File: src/rtl/regfile_wb_arbiter_pkg.sv
// Shared types and constants for the register-file write-back arbiter.
// Optional scoreboard macro: REGFILE_WB_SCOREBOARD_EN.
package regfile_wb_arbiter_pkg;
  localparam int REG_NUM          = 32;
  localparam int REG_AW           = 5;
  localparam int BANK_BIT         = 0;
  localparam int WB_DEFAULT_WIDTH = 32;

  typedef struct packed {
    logic [REG_AW-1:0]           addr;
    logic [WB_DEFAULT_WIDTH-1:0] data;
  } wb_req_t;

  function automatic logic addr_bank(input logic [REG_AW-1:0] addr);
    return addr[BANK_BIT];
  endfunction
endpackage

File: src/rtl/wb_bank_fifo.sv
// Per-bank write queue: up to two pushes and one pop per cycle, head always presented.
// Pending-register decode is built only when REGFILE_WB_SCOREBOARD_EN is defined.
module wb_bank_fifo
  import regfile_wb_arbiter_pkg::*;
#(
  parameter int   WIDTH  = 32,
  parameter int   QDEPTH = 4,
  parameter logic BANK   = 1'b0
) (
  input  logic                      clk,
  input  logic                      rst_n,
  input  logic                      push0_i,
  input  logic [REG_AW-2:0]         hi0_i,
  input  logic [WIDTH-1:0]          data0_i,
  input  logic                      push1_i,
  input  logic [REG_AW-2:0]         hi1_i,
  input  logic [WIDTH-1:0]          data1_i,
  output logic                      we_o,
  output logic [REG_AW-1:0]         wa_o,
  output logic [WIDTH-1:0]          wd_o,
  output logic [$clog2(QDEPTH):0]   count_o,
  output logic [REG_NUM-1:0]        pending_o
);
  localparam int PW = $clog2(QDEPTH);
  localparam int CW = PW + 1;

  // Only the upper address bits are stored; the bank bit is implied by BANK.
  logic [REG_AW-2:0] hi_q  [QDEPTH];
  logic [WIDTH-1:0]  dat_q [QDEPTH];
  logic [PW-1:0]     rptr_q, rptr_d, wptr_q, wptr_d, wptr1;
  logic [CW-1:0]     count_q, count_d;
  logic              ne_q;
  logic              pop;

  always_comb begin
    pop     = ne_q;
    wptr1   = wptr_q + PW'(push0_i);
    wptr_d  = wptr_q + PW'(push0_i) + PW'(push1_i);
    rptr_d  = rptr_q + PW'(pop);
    count_d = count_q + CW'(push0_i) + CW'(push1_i) - CW'(pop);
  end

  always_ff @(posedge clk) begin
    if (!rst_n) begin
      for (int i = 0; i < QDEPTH; i++) begin
        hi_q[i]  <= '0;
        dat_q[i] <= '0;
      end
      rptr_q  <= '0;
      wptr_q  <= '0;
      count_q <= '0;
      ne_q    <= 1'b0;
    end else begin
      if (push0_i) begin
        hi_q[wptr_q]  <= hi0_i;
        dat_q[wptr_q] <= data0_i;
      end
      if (push1_i) begin
        hi_q[wptr1]  <= hi1_i;
        dat_q[wptr1] <= data1_i;
      end
      rptr_q  <= rptr_d;
      wptr_q  <= wptr_d;
      count_q <= count_d;
      ne_q    <= (count_d != '0);
    end
  end

  assign we_o    = ne_q;
  assign wa_o    = {hi_q[rptr_q], BANK};
  assign wd_o    = dat_q[rptr_q];
  assign count_o = count_q;

`ifdef REGFILE_WB_SCOREBOARD_EN
  // Entry i is live when its distance from the read pointer is below the count.
  always_comb begin
    logic [PW-1:0] off;
    off       = '0;
    pending_o = '0;
    for (int i = 0; i < QDEPTH; i++) begin
      off = PW'(i) - rptr_q;
      if ({1'b0, off} < count_q) pending_o[{hi_q[i], BANK}] = 1'b1;
    end
  end
`else
  assign pending_o = '0;
`endif
endmodule

File: src/rtl/regfile_wb_arbiter.sv
// Write-back arbiter: sorts two commit writes per cycle into even/odd bank queues.
// Define REGFILE_WB_SCOREBOARD_EN to build the pending-write scoreboard.
module regfile_wb_arbiter
  import regfile_wb_arbiter_pkg::*;
#(
  parameter int WIDTH  = WB_DEFAULT_WIDTH,
  parameter int QDEPTH = 4
) (
  input  logic               clk,
  input  logic               rst_n,
  input  logic [1:0]         wb_valid_i,
  input  logic [REG_AW-1:0]  wb_addr0_i,
  input  logic [WIDTH-1:0]   wb_data0_i,
  input  logic [REG_AW-1:0]  wb_addr1_i,
  input  logic [WIDTH-1:0]   wb_data1_i,
  output logic               wb_ready_o,
  output logic [REG_AW-1:0]  wa0_o,
  output logic [REG_AW-1:0]  wa1_o,
  output logic               we0_o,
  output logic               we1_o,
  output logic [WIDTH-1:0]   wd0_o,
  output logic [WIDTH-1:0]   wd1_o,
  output logic [REG_NUM-1:0] pending_o,
  output logic               idle_o
);
  localparam int CW = $clog2(QDEPTH) + 1;

  logic [CW-1:0]      cnt0, cnt1;
  logic [REG_NUM-1:0] pend0, pend1;
  logic               acc0, acc1;
  logic               push00, push01, push10, push11;

  // Handshake: port p transfers on a rising edge where wb_valid_i[p] && wb_ready_o.
  // wb_ready_o depends only on registered counts, leaving room for a 2-push per bank.
  assign wb_ready_o = (cnt0 <= CW'(QDEPTH - 2)) && (cnt1 <= CW'(QDEPTH - 2));
  assign idle_o     = (cnt0 == '0) && (cnt1 == '0);

  always_comb begin
    acc0   = wb_valid_i[0] && wb_ready_o && (wb_addr0_i != '0);
    acc1   = wb_valid_i[1] && wb_ready_o && (wb_addr1_i != '0);
    push00 = acc0 && !addr_bank(wb_addr0_i);
    push01 = acc1 && !addr_bank(wb_addr1_i);
    push10 = acc0 &&  addr_bank(wb_addr0_i);
    push11 = acc1 &&  addr_bank(wb_addr1_i);
  end

  wb_bank_fifo #(.WIDTH(WIDTH), .QDEPTH(QDEPTH), .BANK(1'b0)) u_bank0 (
    .clk       (clk),
    .rst_n     (rst_n),
    .push0_i   (push00),
    .hi0_i     (wb_addr0_i[REG_AW-1:1]),
    .data0_i   (wb_data0_i),
    .push1_i   (push01),
    .hi1_i     (wb_addr1_i[REG_AW-1:1]),
    .data1_i   (wb_data1_i),
    .we_o      (we0_o),
    .wa_o      (wa0_o),
    .wd_o      (wd0_o),
    .count_o   (cnt0),
    .pending_o (pend0)
  );

  wb_bank_fifo #(.WIDTH(WIDTH), .QDEPTH(QDEPTH), .BANK(1'b1)) u_bank1 (
    .clk       (clk),
    .rst_n     (rst_n),
    .push0_i   (push10),
    .hi0_i     (wb_addr0_i[REG_AW-1:1]),
    .data0_i   (wb_data0_i),
    .push1_i   (push11),
    .hi1_i     (wb_addr1_i[REG_AW-1:1]),
    .data1_i   (wb_data1_i),
    .we_o      (we1_o),
    .wa_o      (wa1_o),
    .wd_o      (wd1_o),
    .count_o   (cnt1),
    .pending_o (pend1)
  );

  assign pending_o = pend0 | pend1;
endmodule

File: config.mk
export PLATFORM = sky130hd
export DESIGN_NAME = regfile_wb_arbiter
export DESIGN_NICKNAME = d
export VERILOG_FILES = /design/src/rtl/regfile_wb_arbiter_pkg.sv /design/src/rtl/wb_bank_fifo.sv /design/src/rtl/regfile_wb_arbiter.sv
export SDC_FILE = /design/constraint.sdc
export NUM_CORES = 1
export LEC_CHECK = 0
export ABC_AREA = 1
export BUFFER_PORTS_ARGS = -buffer_cell sky130_fd_sc_hd__buf_2
export CAP_MARGIN = 5
export CELL_PAD_IN_SITES_DETAIL_PLACEMENT = 0
export CELL_PAD_IN_SITES_GLOBAL_PLACEMENT = 1
export CORE_MARGIN = 8
export CORE_UTILIZATION = 41
export DETAILED_ROUTE_END_ITERATION = 10
export HOLD_SLACK_MARGIN = 0.15
export PLACE_DENSITY = 0.84
export SYNTH_ARGS = -nofsm -noshare
export SYNTH_HDL_FRONTEND = slang
export SYNTH_SLANG_ARGS = --single-unit
File: constraint.sdc
create_clock -name clk -period 3.5 [get_ports clk]
set_input_delay 0.175 -clock clk [delete_from_list [all_inputs] [get_ports clk]]
set_output_delay 0.175 -clock clk [all_outputs]
set_load 0.02 [all_outputs]
==> flow_metrics.env <==
export IMPL_min_from="wb_valid_i[1]"
export IMPL_required_ps=3750
export IMPL_drv_cap=0
export IMPL_drtIter0Drc=1517
export IMPL_cts_num_sinks=304
export IMPL_fillers=3678
export IMPL_drt_first_pass_iters=5
export IMPL_via_per_inst=5.65
export IMPL_p_per_area_nw_per_um2=662
export IMPL_power_total_uw=13100
export IMPL_io_pins=188
export IMPL_die_x_um=216
export IMPL_grt_total_usage_pct=23.3
export IMPL_yosys_area_share_simple_pct=22.5
export IMPL_clk_latency_ps=530
export IMPL_fmax_ghz=0.310
export IMPL_worstSetupEndpointType="flop"
export IMPL_ys_async_sr_fraction_pct=0
export IMPL_synthFlopType="edfxtp_1"
export IMPL_status="complete, no violations"
export IMPL_min_period_over_period_pct=92.1
export IMPL_ys_top_cells_by_area="edfxtp_1 53%, o21ai_0 8.5%, nand2_1 7.9%"
export IMPL_drv_slew=0
export IMPL_hold_class="primary input to flop"
export IMPL_fin_crit_ps=3220
export IMPL_cellLeakagePower_uw=0.00836
export IMPL_finalHoldViolations=0
export IMPL_die_area_um2=46500
export IMPL_synth_adder_area_share_pct=1.25
export IMPL_multi_input_area_um2=6340
export IMPL_arrival_ps=3470
export IMPL_relSlewSlack_pct=27.1
export IMPL_synth_xor_xnor_area_share_pct=0.321
export IMPL_syn_inst=1884
export IMPL_worst_pin_slew_ps=1090
export IMPL_cts_buffer_depth=3
export IMPL_grt_pass1_wl_um=85500
export IMPL_via_count=14900
export IMPL_cts_made_buffers=36
export IMPL_hold_path_cell_count=6
export IMPL_crit_type="flop to flop"
export IMPL_yosysTopAreaCell="edfxtp_1"
export IMPL_antenna_found_initial=1
export IMPL_cts_reportedPaths_clkPinSlew_ps=50
export IMPL_drcViolationCount=0
export IMPL_peakVddDrop_mv=0.522
export IMPL_syn_area_um2=16400
export IMPL_setup_tns_ps=0
export IMPL_synthTopCellsByCount="344 x nand2_1, 309 x nor2_1, 288 x edfxtp_1, 278 x o21ai_0, 155 x nand3_1"
export IMPL_grt_use_met1_pct=31.1
export IMPL_yosysUniqueCellTypes=32
export IMPL_drive_gt1_share_pct=13.9
export IMPL_diodes=0
export IMPL_syn2layout_area_growth_pct=20.6
export IMPL_grt_max_degree=74
export IMPL_die_h_um=216
export IMPL_drt_wl_total_um=56200
export IMPL_r2r_end="u_bank1.dat_q[0][16]"
export IMPL_rsz0062_at_grt="no"
export IMPL_grt_met3_usage_pct=3.73
export IMPL_gp_congestion=0.838
export IMPL_overflow=0
export IMPL_synth_top_family_by_area="simple AND/OR/NAND/NOR gates"
export IMPL_synthMuxAreaShare_pct=0
export IMPL_finalSetupViolCount=0
export IMPL_reg2regPathDepth=15
export IMPL_yosys_cell_count_top_type="nand2_1"
export IMPL_yosys_area_top_type_share_pct=52.9
export IMPL_syn_area_per_cell_um2=8.68
export IMPL_fin_worst_skew_ps=19.3
export IMPL_ant_nets=0
export IMPL_cp_start_kind="flop"
export IMPL_yosysWarnings=0
export IMPL_fp_coreArea_um2=39500
export IMPL_cp_max_fo=36
export IMPL_fin_nets=2178
export IMPL_synth_edf_count=288
export IMPL_ys_ff_latch=304
export IMPL_seq_area_um2=8970
export IMPL_r2r_slack_ps=280
export IMPL_use_met2_pct=38.4
export IMPL_port_buffers=153
export IMPL_grt_pass1_vias=14600
export IMPL_yosysSeqAreaShare_pct=54.8
export IMPL_wl_per_cell_um=21.3
export IMPL_start_util_pct=41.3
export IMPL_grt_busiest_layer="met2"
export IMPL_timing_rr_start="u_bank0.count_o[1]"
export IMPL_root_buffer="clkbuf_16"
export IMPL_synth_compound_area_share_pct=13.5
export IMPL_cts_tree="built"
export IMPL_rows=73
export IMPL_htreeDepth=2
export IMPL_hold_end="u_bank1.wptr_q[1]"
export IMPL_hpwl_um=35000
-- worst max path at each step --
stage | startpoint | end | slack (ps) | depth (start not counted)
after detailed placement | u_bank0.count_o[1] | u_bank1.we_o | 540 | 14
after global placement | u_bank0.count_o[1] | u_bank1.we_o | 630 | 14
final | u_bank0.count_o[1] | u_bank1.dat_q[0][16] | 280 | 15
after global routing | u_bank0.count_o[1] | u_bank1.dat_q[0][16] | 50 | 15
after floorplan | u_bank0.count_o[1] | u_bank0.dat_q[3][0] | 10 | 10
after CTS | u_bank0.count_o[1] | u_bank1.dat_q[0][16] | 170 | 12
-- cells by family (layout without fill, tap and decap cells) --
kind of cell	count (synthesis)	after routing
xor gates and xnor gates	6	6
and+or+nand+nor	869	869
DFF	304	304
buffers and inverters	286	478
adders and majority gates	14	14
other	2	34
AOI/OAI and AO/OA	403	403
-- metal layers --
metal  vias to the layer above  part of all wire [%]
li1                       6816                     -
met1                      7156                    41
met2                       808                    48
met3                       107                   9.2
met4                         0                   2.5
met5                         -                     0
-- where the power goes --
| part | switching [uW] | internal, uW |
|---|---|---|
| clock network | 1480 | 2070 |
| registers | 183 | 4470 |
| logic | 3450 | 1420 |
-- per-stage QoR --
step	worst slack (ps)	util [%]	std cells	hold WS [ps]	cell area (um^2)
floorplan	11.5	-	1916	361	16500
global placement	630	44.8	2483	513	17700
detailed placement	539	44.8	2483	514	17700
CTS	173	49.8	2633	311	19700
global route	48.2	49.9	2633	349	19700
finish	278	49.9	2633	325	19700
-- layout make-up --
class | count | area share (%)
Tap cell | 525 | 3.33
Clock buffer | 42 | 4.79
Clock inverter | 18 | 0.742
Timing Repair Buffer | 302 | 11.3
Sequential cell | 304 | 45.5
Multi-Input combinational cell | 1326 | 32.1
Inverter | 116 | 2.21
-- layout by cell type, fill, tap and decap left out, drive strengths merged, types with 4 or more instances in the layout --
cell | Yosys | final
fa | 4 | 4
edfxtp | 288 | 288
nand2 | 346 | 346
nor3 | 5 | 5
o21ai | 290 | 290
inv | 112 | 117
nand4 | 44 | 44
ha | 10 | 10
conb | 2 | 34
clkinv | 4 | 14
clkbuf | 101 | 42
nor2 | 315 | 315
o22ai | 72 | 72
buf | 69 | 212
dfxtp | 16 | 16
o21bai | 36 | 36
nand3 | 159 | 159
xnor2 | 4 | 4
dlygate4sd3 | 0 | 90
-- critical path, stage by stage, from the launching register on --
cell           delay (ps)
dfxtp_1               310
inv_1                 120
ha_1                  160
inv_1                  30
nand2_1                70
nand2_2               150
nor3_4                240
ha_1                  210
xor2_1                270
nor2_1                 70
nand4_1               190
clkinv_1               90
buf_4                 310
nand2_1               130
nand2_1                60
dlygate4sd3_1         550
-- sequential cells by signal, summed over array words and instances, names as in the netlist --
name and cells:
u_bank0.dat_q 128, u_bank1.dat_q 128, u_bank0.hi_q 16, u_bank1.hi_q 16
u_bank0.count_o 3, u_bank1.count_o 3, u_bank0.rptr_q 2, u_bank0.wptr_q 2
u_bank1.rptr_q 2, u_bank1.wptr_q 2, u_bank0.we_o 1, u_bank1.we_o 1
-- what timing repair did --
| action | in CTS | in global routing |
|---|---|---|
| endpoints found under the hold margin | 206 | 0 |
| hold buffers | 90 | 0 |
| gates resized for setup | 0 | 2 |
| setup buffers | 0 | 0 |
| setup endpoints to repair | 0 | 10 |
No activity file was read; power rests on OpenSTA's default activity.
